===== src/rtl/rr_onehot_arb.sv =====
// Round-robin arbiter with a one-hot winner output and a ready/valid handshake to downstream.
// Optional grant locking is enabled with macro RR_ONEHOT_ARB_LOCK_EN; it holds a stalled winner until it transfers.
module rr_onehot_arb #(
    parameter int NUM_REQ = 4
) (
    input  logic               clk_i,
    input  logic               rst_i,
    input  logic [NUM_REQ-1:0] req_i,
    output logic [NUM_REQ-1:0] gnt_o,
    output logic               valid_o,
    input  logic               ready_i,
    output logic [NUM_REQ-1:0] onehot_o
);

    localparam int PTR_W = (NUM_REQ > 1) ? $clog2(NUM_REQ) : 1;
    localparam logic [PTR_W-1:0] LAST_IDX = PTR_W'(NUM_REQ - 1);

    logic [PTR_W-1:0]   ptr_q, ptr_d;
    logic [PTR_W-1:0]   win_idx;
    logic [NUM_REQ-1:0] search_oh;
    logic [NUM_REQ-1:0] win_oh;
    logic               found;
    logic               xfer;

    // The first pass covers indices at or above the pointer; the second pass wraps around to the low indices.
    always_comb begin
        search_oh = '0;
        found     = 1'b0;
        for (int k = 0; k < NUM_REQ; k++) begin
            if (!found && req_i[k] && (PTR_W'(k) >= ptr_q)) begin
                search_oh[k] = 1'b1;
                found        = 1'b1;
            end
        end
        for (int k = 0; k < NUM_REQ; k++) begin
            if (!found && req_i[k]) begin
                search_oh[k] = 1'b1;
                found        = 1'b1;
            end
        end
    end

`ifdef RR_ONEHOT_ARB_LOCK_EN
    logic [NUM_REQ-1:0] lock_q, lock_d;

    assign win_oh = (|lock_q) ? lock_q : search_oh;

    always_comb begin
        lock_d = lock_q;
        if (xfer) begin
            lock_d = '0;
        end else if (valid_o) begin
            lock_d = win_oh;
        end
    end

    always_ff @(posedge clk_i) begin
        if (rst_i) begin
            lock_q <= '0;
        end else begin
            lock_q <= lock_d;
        end
    end
`else
    assign win_oh = search_oh;
`endif

    assign onehot_o = win_oh;
    assign valid_o  = |win_oh;
    assign xfer     = valid_o & ready_i;
    assign gnt_o    = xfer ? win_oh : '0;

    always_comb begin
        win_idx = '0;
        for (int k = 0; k < NUM_REQ; k++) begin
            if (win_oh[k]) begin
                win_idx = PTR_W'(k);
            end
        end
    end

    always_comb begin
        ptr_d = ptr_q;
        if (xfer) begin
            ptr_d = (win_idx == LAST_IDX) ? '0 : win_idx + PTR_W'(1);
        end
    end

    always_ff @(posedge clk_i) begin
        if (rst_i) begin
            ptr_q <= '0;
        end else begin
            ptr_q <= ptr_d;
        end
    end

endmodule


===== config.mk =====
export PLATFORM = sky130hd
export DESIGN_NAME = rr_onehot_arb
export DESIGN_NICKNAME = d
export VERILOG_FILES = /design/src/rtl/rr_onehot_arb.sv
export SDC_FILE = /design/constraint.sdc
export NUM_CORES = 1
export LEC_CHECK = 0
export ABC_CLOCK_PERIOD_IN_PS = 2100
export CAP_MARGIN = 20
export CORE_AREA = 2 2 39 41
export DETAILED_ROUTE_END_ITERATION = 10
export DIE_AREA = 0 0 41 43
export SYNTH_ARGS = -nofsm -noshare
export SYNTH_HDL_FRONTEND = slang
export SYNTH_SLANG_ARGS = --single-unit
export TNS_END_PERCENT = 5

===== constraint.sdc =====
create_clock -name clk_i -period 2.1 [get_ports clk_i]
set_input_delay 0.42 -clock clk_i [delete_from_list [all_inputs] [get_ports clk_i]]
set_output_delay 0.42 -clock clk_i [all_outputs]
set_load 0.02 [all_outputs]

# ---- Word-level counts from Yosys, hierarchy flattened
# Index checks and enable logic that the tools add are counted.
dict set report word_totals {
  register_bits 2
  latchBits 0
  mem_bits_rw 0
  romBits 0
  word_cells 46
  memories 0
}
dict set report classes {
  n_addsub 1
  n_mul 0
  div 0
  magnitude_cmp 4
  n_eq_ne 1
  shifts 0
  n_mux 19
  bitwise_logic 1
  n_reduce_logical 19
}
# cell count
set ops {}
lappend ops {{1-bit two-way mux} 15}
lappend ops {{1-bit logical AND} 11}
lappend ops {{1-bit logical NOT} 7}
lappend ops {{2-bit two-way mux} 3}
lappend ops {{1-bit by 2-bit greater-or-equal comparator with 1-bit output (first input constant)} 2}
lappend ops {{2-bit greater-or-equal comparator (first input constant)} 2}
lappend ops {{4-bit two-way mux} 1}
lappend ops {{4-bit OR reduction} 1}
lappend ops {{2-bit by 1-bit adder with 2-bit output (second input constant)} 1}
lappend ops {{2-bit equality test (second input constant)} 1}
lappend ops {{1-bit bitwise AND} 1}

# ---- Longest topological paths before layout
# Gate-level depths: netlist of the first run.
dict set report depth {
  ltp_word 30
  ltp_mapped 9
  ltp_nobuf 8
}

# ---- Worst setup path after synthesis of the first run
# No wires, ideal clock.
dict set report synth_path {
  kind {input to output}
  startpoint {input req_i[3]}
  endpoint {output gnt_o[1]}
  arrival_ns 1.290
  t_required_ns 1.680
  setup_slack_ns 0.390
  stages 4
  n_path_buf 0
  cell_sequence {or2_2 nand2_1 o211a_1 and2_1}
}
dict set report synth_via {
  elab_cells_between_ends 22
  cone_classes {10 x mux; 1 x bitwise; 11 x reduce/logical}
}
# element line
set synth_rtl {}
lappend synth_rtl {{start, declared} 8} ;# input logic [NUM_REQ-1:0] req_i,
lappend synth_rtl {{1-bit logical AND * (2 in a row)} 30} ;# if (!found && req_i[k] && (PTR_W'(k) >= ptr_q)) begin
lappend synth_rtl {{1-bit two-way mux *} 30}
lappend synth_rtl {{1-bit logical NOT} 36} ;# if (!found && req_i[k]) begin
lappend synth_rtl {{1-bit logical AND} 36}
lappend synth_rtl {{1-bit two-way mux *} 36}
lappend synth_rtl {{1-bit logical NOT *} 36}
lappend synth_rtl {{1-bit logical AND *} 36}
lappend synth_rtl {{1-bit two-way mux *} 36}
lappend synth_rtl {{via onehot_o[1]} 12} ;# output logic [NUM_REQ-1:0] onehot_o
lappend synth_rtl {{4-bit OR reduction} 69} ;# assign valid_o = |win_oh;
lappend synth_rtl {{1-bit bitwise AND} 70} ;# assign xfer = valid_o & ready_i;
lappend synth_rtl {{4-bit two-way mux *} 71} ;# assign gnt_o = xfer ? win_oh : '0;
lappend synth_rtl {{end, declared} 9} ;# output logic [NUM_REQ-1:0] gnt_o,
# Mark *: on every way through the listed nets, which the timed path passes. The rest lies on a longest branch.

# ---- Worst setup path after layout of the first run
dict set report layout_path {
  startpoint {input req_i[0]}
  endpoint {output onehot_o[3]}
}
dict set report layout_via {
  elab_chain_len 26
  elab_cells_between_ends 27
  cone_classes {9 x mux; 18 x reduce/logical}
}
# element line
set layout_lines {}
lappend layout_lines {{1-bit logical AND} 30}
lappend layout_lines {{1-bit two-way mux} 30}
lappend layout_lines {{1-bit logical NOT} 30}
lappend layout_lines {{1-bit logical AND (2 in a row)} 30}
lappend layout_lines {{1-bit two-way mux} 30}
lappend layout_lines {{1-bit logical NOT} 30}
lappend layout_lines {{1-bit logical AND (2 in a row)} 30}
lappend layout_lines {{1-bit two-way mux} 30}
lappend layout_lines {{(+8 left out)} --}
lappend layout_lines {{1-bit logical AND} 36}
lappend layout_lines {{1-bit two-way mux} 36}
lappend layout_lines {{1-bit logical NOT} 36}
lappend layout_lines {{1-bit logical AND} 36}
lappend layout_lines {{1-bit two-way mux} 36}
lappend layout_lines {{1-bit logical NOT} 36}
lappend layout_lines {{1-bit logical AND} 36}
lappend layout_lines {{1-bit two-way mux *} 36}
lappend layout_lines {{end, declared} 12}
# Every way passes the cells marked *; elsewhere a longest branch is shown, timed or not.

==> results.yml, run 1 <==
final_layout:
  largest-register: "ptr_q"
  antennaDiodeCount: 0
  fin_area_um2: 563.0
  area_growth_pct: 85.18
  instances_no_fill: 86
  drive_above_1_share_pct: 38.57
  top_regs: "ptr_q: 2 flops"
  nets: 80
  largest_reg_flops: 2
timing:
  layout_worst_path_cycle_share_pct: 93.48
  final.setup.tns_ns: 0
  hold_slack_ns: 0.5738
  worst_slew_pin_slew_ns: 0.3075
  rsz0062_at_grt: "false"
  clock_skew_ns: 0.0001329
  relSlewSlack_pct: 79.43
  max_freq_ghz: 0.5094
  fin_crit_ns: 1.963
  slew_viol_final: 0
  finalHoldViolCount: 0
  setup_viol: 0
die:
  core_area_mm2: 0.001384
  num_rows: 14
  start_util_pct: 21.97
  io_pins: 16
  fp.dieH_um: 43
  dieArea_mm2: 0.001763
  chipWidth_um: 41
run:
  cap_violations: 0
setup_path:
  r2r_slack_ns: 0.56
  required_ns: 1.68
  regToRegStartpoint: "ptr_q[1]$_SDFFE_PP0P_"
  cp_num_buf_inv: 4
  r2r-end: "ptr_q[1]$_SDFFE_PP0P_"
  worstPathArrival_ns: 1.54
  startpoint: "req_i[0]"
  crit_slowest_cell: "clkdlybuf4s15_1"
  crit_path_start_kind: "input port"
  critical_path_class: "in2out"
  crit_family: "buffers and inverters"
  rr_worst_depth: 7
  worstPathMaxFanout: 4
  end_kind: "output pin"
  crit_chain: "dlygate4sd2_1 > buf_4 > a21oi_1 > o221ai_2 > inv_1 > clkdlybuf4s15_1"
  cpPeakStageDelay_ns: 0.29
drt:
  first_pass_iters: 4
  wl_per_cell_um: 9.895
  dr.first_iter.drc_count: 3
  vias: 399
  drt-total-wl_um: 851
  drc_errors: 0
  viasPerCell: 4.640
  ant_nets: 0
cts:
  clk_path_buf_depth: 2
  cts-root-buf: "clkbuf_4"
  clock_sinks: 2
  cts_buffers: 3
  ctsHtreeMaxLevel: 1
  hold_buffers: 0
  clk_latency_ns: 0.22
  clk_pin_slew_ns: 0.03
  cts_tree: "built"
synthesis:
  netlist.area_leader.share_pct: 13.17
  synth_seq_area_share_pct: 13.17
  yosys-top-cells-area: "dfxtp_1 (13%), a21oi_1 (12%), nor2_1 (9.9%), o41ai_4 (9.1%), mux2i_1 (6.6%)"
  synth_top_area_cell: "dfxtp_1"
  ys_ff_latch: 2
  syn_nets: 52
  syn_area_per_cell_um2: 6.910
  yosysWarnings: 0
  synth_area_um2: 304.0
  synthDistinctLibCells: 21
  synthCells: 44
outcome:
  outcome: "completed"
placed_design:
  port_buffers: 15
  place_area_um2: 518.0
  dpl.cell_count: 81
  place_congestion: 0.8232
  dpl.hpwl_um: 625
power:
  power_density_mw_per_mm2: 477.5
  vdd_ir_drop_max_v: 0.0003182
  p_leak_uw: 0.0002976
  p_total_uw: 268.9
global_route:
  antenna_found_initial: 0
  gr-total-overflow: 0
  grt_max_degree: 9
  grt_pass1_wl_mm: 1.331
  grt_use_total_pct: 11.02
  first_global_vias: 315
worst_hold_path:
  hp-class: "reg2reg"
  hold_path_end: "ptr_q[0]$_SDFFE_PP0P_"
  hold_depth: 2
  worstHoldStart: "ptr_q[0]$_SDFFE_PP0P_"
## synth_stat cells, drive strengths merged
library cell and n:
nor2 8, a21oi 7, inv 3, nand2 3
o21ai 3, and2 2, buf 2, dfxtp 2
mux2i 2, or2 2, and3 1, ha 1
nand2b 1, nand3b 1, o211a 1, o221ai 1
o22ai 1, o41ai 1, or2b 1, or3 1
## logic make-up (layout without fill, tap and decap cells)
group,Yosys count,after routing,synth area share (%)
adders and majority gates,1,1,4.115
buffers and inverters,5,31,9.051
muxes,2,2,6.585
AOI/OAI and AO/OA,14,14,33.75
DFF,2,2,13.17
and+or+nand+nor,20,20,33.34
## stage by stage
step | utilization, % | setup slack [ns]
floorplan | - | 0.3897
global placement | 37.43 | -0.5638
detailed placement | 37.43 | -0.5764
CTS | 37.79 | -0.04730
global route | 40.69 | 0.06794
finish | 40.69 | 0.1369
## layout by cell type, fill, tap and decap left out
master / count
nor2_1: 7
buf_6: 5
dfxtp_1: 2
nand2b_1: 1
o21ai_0: 2
dlymetal6s2s_1: 2
or2b_1: 1
or2_2: 1
buf_2: 4
and3_1: 1
mux2i_1: 2
o41ai_4: 1
and2_1: 2
o221ai_2: 1
clkdlybuf4s15_1: 1
nand2_1: 3
or3_2: 1
ha_1: 1
nor2_4: 1
or2_4: 1
o21ai_1: 1
nand3b_1: 1
buf_4: 9
inv_1: 3
o22ai_1: 1
clkbuf_4: 3
dlygate4sd2_1: 2
clkdlybuf4s50_1: 2
a21oi_1: 7
o211a_1: 1
## report_power, final
group	internal (uW)	total, uW	switching (uW)
Sequential	43.0	52.9	9.89
Combinational	68.1	136	67.7
Clock	62.7	80.2	17.5
Total	174	269	95.1
## routing by layer
metal	part of all wire [%]	global-route usage (%)
met3	5.8	3.141
met2	50	15.00
met4	0	6.000
met1	45	15.02
met5	0	0
## worst min-delay path: stages (launching register included)
cell	delay, ns
dfxtp_1	0.38
nand2_1	0.09
a21oi_1	0.06
## timing repair
item,CTS,global route
buffers inserted,1,1
setup endpoints to repair,9,8
pin swaps,1,2
gates resized for setup,41,10
## cell type report
class | count | area [um^2]
clock buffers | 3 | 22.52
fillers | 144 | 820.8
inverters | 3 | 11.26
multi-input cells | 37 | 252.7
flip-flops and latches | 2 | 40.04
well taps | 16 | 20.02
repair buffers | 25 | 216.5
## worst max path at each step
stage | endpoint | slack [ns] | depth (start not counted)
floorplan | gnt_o[1] | 0.39 | 4
global placement | gnt_o[2] | -0.56 | 6
detailed placement | gnt_o[2] | -0.58 | 6
CTS | valid_o | -0.05 | 4
global route | onehot_o[3] | 0.07 | 6
finish | onehot_o[3] | 0.14 | 6
Note: power is estimated with default switching activity, not from simulation.
==> run 2: changes to the inputs <==
--- a/config.mk
+++ b/config.mk
@@ -8,6 +8,7 @@
 export ABC_CLOCK_PERIOD_IN_PS = 2100
 export CAP_MARGIN = 20
 export CORE_AREA = 2 2 39 41
+export CTS_CLUSTER_SIZE = 24
 export DETAILED_ROUTE_END_ITERATION = 10
 export DIE_AREA = 0 0 41 43
 export SYNTH_ARGS = -nofsm -noshare
==> results of run 2 <==
Final layout, timing and power as in run 1 (identical DEF).
==> run 3: changes to the inputs <==
--- a/config.mk
+++ b/config.mk
@@ -8,9 +8,11 @@
 export ABC_CLOCK_PERIOD_IN_PS = 2100
 export CAP_MARGIN = 20
 export CORE_AREA = 2 2 39 41
+export CTS_CLUSTER_DIAMETER = 80
 export CTS_CLUSTER_SIZE = 24
 export DETAILED_ROUTE_END_ITERATION = 10
 export DIE_AREA = 0 0 41 43
+export SLEW_MARGIN = 10
 export SYNTH_ARGS = -nofsm -noshare
 export SYNTH_HDL_FRONTEND = slang
 export SYNTH_SLANG_ARGS = --single-unit
==> results of run 3 <==
Final layout, timing and power as in run 1 (identical DEF).
